==> src/rtl/sseg_scan_ctrl.sv <==
// Seven-segment scan scheduler: four-entry digit bank with a valid/ready write port,
// per-slot blanking interval, leading-zero / force-off suppression and registered anodes.
module sseg_scan_ctrl #(
   parameter int unsigned SLOT_CYCLES  = 50000,
   parameter int unsigned BLANK_CYCLES = 1000
) (
   input  logic       clk,
   input  logic       rst,
   input  logic       wr_valid,
   output logic       wr_ready,
   input  logic [1:0] wr_digit,
   input  logic [3:0] wr_data,
   input  logic       wr_dp,
   input  logic [3:0] blank_en,
   input  logic       lz_en,
   output logic [1:0] digit_sel,
   output logic [3:0] digit_val,
   output logic       dp,
   output logic [3:0] sseg_an,
   output logic       frame_tick
);

   localparam int unsigned CW = (SLOT_CYCLES > 2) ? $clog2(SLOT_CYCLES) : 1;
   localparam logic [CW-1:0] BLANK_LAST = CW'(BLANK_CYCLES - 1);
   localparam logic [CW-1:0] SLOT_LAST  = CW'(SLOT_CYCLES - 1);

   typedef enum logic {BLANK, SHOW} state_t;

   state_t          state, state_nxt;
   logic [CW-1:0]   cnt, cnt_nxt;
   logic [1:0]      sel, sel_nxt;
   logic [3:0][3:0] bank_nib, nib_nxt;
   logic [3:0]      bank_dp, dp_nxt;
   logic [3:0]      zero_run;
   logic [3:0]      an_nxt;
   logic            wr_fire, wrap, supp;

   assign wr_ready  = (state == BLANK) && !rst;
   assign wr_fire   = wr_valid && wr_ready;
   assign digit_sel = sel;
   assign digit_val = bank_nib[sel];
   assign dp        = bank_dp[sel];

   always_comb begin
      nib_nxt = bank_nib;
      dp_nxt  = bank_dp;
      if (wr_fire) begin
         nib_nxt[wr_digit] = wr_data;
         dp_nxt[wr_digit]  = wr_dp;
      end

      state_nxt = state;
      cnt_nxt   = cnt + CW'(1);
      sel_nxt   = sel;
      wrap      = 1'b0;
      case (state)
         BLANK: if (cnt == BLANK_LAST) state_nxt = SHOW;
         SHOW: if (cnt == SLOT_LAST) begin
            state_nxt = BLANK;
            cnt_nxt   = '0;
            sel_nxt   = sel + 2'd1;
            wrap      = (sel == 2'd3);
         end
         default: state_nxt = BLANK;
      endcase

      // Suppression looks at the bank as it will be after this edge, so a write in
      // the last BLANK cycle already counts for the first SHOW cycle.
      zero_run[0] = (nib_nxt[0] == 4'd0);
      for (int unsigned i = 1; i < 4; i++)
         zero_run[i] = zero_run[i-1] && (nib_nxt[i] == 4'd0);
      supp = blank_en[sel_nxt] || (lz_en && (sel_nxt != 2'd3) && zero_run[sel_nxt]);

      an_nxt = '1;
      if (state_nxt == SHOW && !supp)
         an_nxt = ~(4'b0001 << sel_nxt);
   end

   always_ff @(posedge clk) begin
      if (rst) begin
         state      <= BLANK;
         cnt        <= '0;
         sel        <= '0;
         bank_nib   <= '0;
         bank_dp    <= '0;
         sseg_an    <= '1;
         frame_tick <= 1'b0;
      end else begin
         state      <= state_nxt;
         cnt        <= cnt_nxt;
         sel        <= sel_nxt;
         bank_nib   <= nib_nxt;
         bank_dp    <= dp_nxt;
         sseg_an    <= an_nxt;
         frame_tick <= wrap;
      end
   end

endmodule

==> config.mk <==
export PLATFORM = sky130hd
export DESIGN_NAME = sseg_scan_ctrl
export DESIGN_NICKNAME = d
export VERILOG_FILES = /design/src/rtl/sseg_scan_ctrl.sv
export SDC_FILE = /design/constraint.sdc
export NUM_CORES = 1
export LEC_CHECK = 0
export CAP_MARGIN = 20
export CORE_MARGIN = 2
export CORE_UTILIZATION = 56
export CTS_BUF_LIST = sky130_fd_sc_hd__clkbuf_4 sky130_fd_sc_hd__clkbuf_8
export DETAILED_ROUTE_END_ITERATION = 16
export PLACE_DENSITY = 0.81
export SLEW_MARGIN = 40
export SYNTH_ARGS = -nofsm -noshare
export SYNTH_HDL_FRONTEND = slang
export SYNTH_SLANG_ARGS = --single-unit
==> constraint.sdc <==
create_clock -name clk -period 3 [get_ports clk]
set_clock_uncertainty 0.15 [all_clocks]
set_input_delay 0.75 -clock clk [delete_from_list [all_inputs] [get_ports clk]]
set_output_delay 0.75 -clock clk [all_outputs]
set_load 0.005 [all_outputs]
==> results.json <==
{
  "final.setup.tns_ns": 0,
  "grt_start_max_net_pins": 22,
  "post_cts_buffers": 0,
  "start_util_pct": 57.1,
  "layout_common_cells": "dfxtp_1, nor2_1, clkdlybuf4s50_1",
  "fmax_mhz": 350,
  "cts_root_buffer": "clkbuf_8",
  "cts_tree": "built",
  "cts.clk_slew.worst_paths_ns": 0.07,
  "cap_violations": 0,
  "nNetsFinal": 271,
  "ys.flop_type": "dfxtp_1",
  "routed_via_density": 5.66,
  "path_max_fanout": 4,
  "critPathArrivalTime_ns": 1.96,
  "crit_type": "in2out",
  "final_cells": 301,
  "tightest_slew_ns": 0.535,
  "gr-total-overflow": 0,
  "io_buffers": 27,
  "required_ns": 2.10,
  "clk_latency_ns": 0.30,
  "core_sq_um": 3610,
  "grt_pass1_wl_mm": 7.69,
  "cts_sinks": 44,
  "finalSetupViolations": 0,
  "htree_levels": 2,
  "synth_cell_type_count": 41,
  "dpl_cell_area_sq_um": 2400,
  "num_antenna_cells": 0,
  "ys_seq_area_share_pct": 42.8,
  "drc": 0,
  "endpoint_kind": "output port",
  "rsz0062_at_grt": "false",
  "drive_above_1_share_pct": 11.5,
  "hold_path_class": "reg2reg",
  "cts_buffers": 5,
  "dieWidth_um": 64.6,
  "max-vdd-ir-drop_mv": 0.264,
  "fin_util_pct": 69.4,
  "slew_viol_final": 0,
  "p_leak_nw": 0.930,
  "final_common_cell": "dfxtp_1",
  "placedCellCount": 295,
  "first_pass_iters": 6,
  "dieArea_sq_um": 4180,
  "wl_per_cell_um": 14.5,
  "power_density_nw_per_um2": 445,
  "slew_headroom_pct": 64.2,
  "yosys_warnings": 0,
  "yosys_register_bits": 44,
  "synth_edf_count": 0,
  "hold_viol": 0,
  "status": "finished clean",
  "place_congestion": 0.891,
  "drt_iter0_drc": 152,
  "syn_inst": 222,
  "async_reset_ff_share_pct": 0,
  "row_count": 22,
  "grt_pass1_vias": 1652,
  "io_pins": 28,
  "power_w": 0.00112,
  "ant_nets": 0,
  "dp_hpwl_mm": 3.24,
  "hold_buffers": 0,
  "cts_buffer_depth": 2,
  "vias": 1705,
  "post-route-min-period_ns": 2.86,
  "antenna_found_initial": 0,
  "syn-cell-area_sq_um": 2060,
  "fin_crit_sh_pct": 95.3,
  "wl_mm": 4.38,
  "post_synth.cell_area_avg_sq_um": 9.28,
  "final_area_sq_um": 2500,
  "synth_nets": 239,
  "globalRouteTotalUtil_pct": 23.8,
  "synthToLayoutAreaGrowth_pct": 21.6,
  "cp-start-kind": "input port",
  "fp.dieH_um": 64.6,
  "postCtsResizedCells": 0
}
-- final cells by class --
type | count | area [sq um]
flip-flops and latches | 44 | 881
multi-input cells | 163 | 1110
clock buffers | 5 | 68.8
repair buffers | 36 | 338
fillers | 285 | 1100
well taps | 48 | 60.1
inverters | 4 | 15.0
clock inverters | 1 | 30.0
-- worst paths after layout --
| path | start | endpoint | slack [ns] | cells after the start |
|---|---|---|---|---|
| setup / recovery | rst | wr_ready | 0.14 | 3 |
| hold / removal | bank_dp[1]$_SDFFE_PP0P_ | bank_dp[1]$_SDFFE_PP0P_ | 0.31 | 2 |
| setup reg to reg | cnt[0]$_SDFF_PP0_ | sseg_an[0]$_SDFF_PP1_ | 0.74 | 6 |
| hold reg to reg | bank_dp[1]$_SDFFE_PP0P_ | bank_dp[1]$_SDFFE_PP0P_ | 0.31 | 2 |
-- power breakdown --
part | internal [W] | switching (W) | total [W]
logic | 0.0000464 | 0.0000420 | 0.0000884
registers | 0.000594 | 0.00000890 | 0.000603
clock network | 0.000239 | 0.000185 | 0.000424
total | 0.000879 | 0.000236 | 0.00112
-- logic make-up (layout without fill, tap and decap cells) --
logic type | after synthesis | in the layout | share of synthesized area (%)
XOR/XNOR | 14 | 14 | 5.95
multiplexers | 20 | 20 | 12.9
AO/OA/AOI/OAI | 27 | 27 | 8.38
AND/OR/NAND/NOR | 100 | 100 | 25.5
buffers and inverters | 15 | 46 | 3.28
flip-flops | 44 | 44 | 42.8
adder cells (fa/ha/maj) | 2 | 2 | 1.21
-- flip-flops by register name, summed over array words and instances, names as in the netlist --
| signal | cells |
|---|---|
| digit_sel | 2 |
| cnt | 16 |
| sseg_an | 4 |
| bank_dp | 4 |
| bank_nib | 16 |
| state | 1 |
| frame_tick | 1 |
-- layer usage --
metal  part of all wire, %  track usage, %  wire length, um
met1                    44            30.3             1940
met2                    50            38.9             2200
met3                   4.5            6.08              198
met4                  0.91            9.31               40
met5                     0               0                0
-- critical path, cell delays in order --
cell             delay, ns
clkdlybuf4s50_1       0.47
nor2_1                0.20
clkdlybuf4s50_1       0.54
-- metrics by stage --
stage	worst slack [ns]	hold WS, ns
after floorplan	0.561	0.276
after global placement	0.131	0.294
after detailed placement	0.112	0.303
after CTS	0.104	0.314
after global routing	0.106	0.338
final	0.140	0.311
-- synth_stat cells (2+ instances only) --
| cell type | number | area (sq um) |
|---|---|---|
| nand2_1 | 18 | 67.6 |
| a21oi_1 | 10 | 50.1 |
| o21ai_0 | 6 | 30.0 |
| mux4_2 | 5 | 113 |
| mux2i_1 | 13 | 130 |
| ha_1 | 2 | 25.0 |
| a21o_1 | 2 | 15.0 |
| and3_1 | 4 | 25.0 |
| mux2_2 | 2 | 22.5 |
| xor2_1 | 5 | 43.8 |
| clkbuf_1 | 8 | 30.0 |
| dfxtp_1 | 44 | 881 |
| nor3b_1 | 4 | 30.0 |
| nor4_1 | 6 | 37.5 |
| nor2_1 | 34 | 128 |
| xnor2_1 | 9 | 78.8 |
| nor3_2 | 2 | 20.0 |
| inv_1 | 4 | 15.0 |
| nand4_1 | 3 | 18.8 |
| nor3_1 | 3 | 15.0 |
| nand3_1 | 17 | 85.1 |
| o211ai_1 | 2 | 15.0 |
Note: power is estimated with default switching activity, not from simulation.
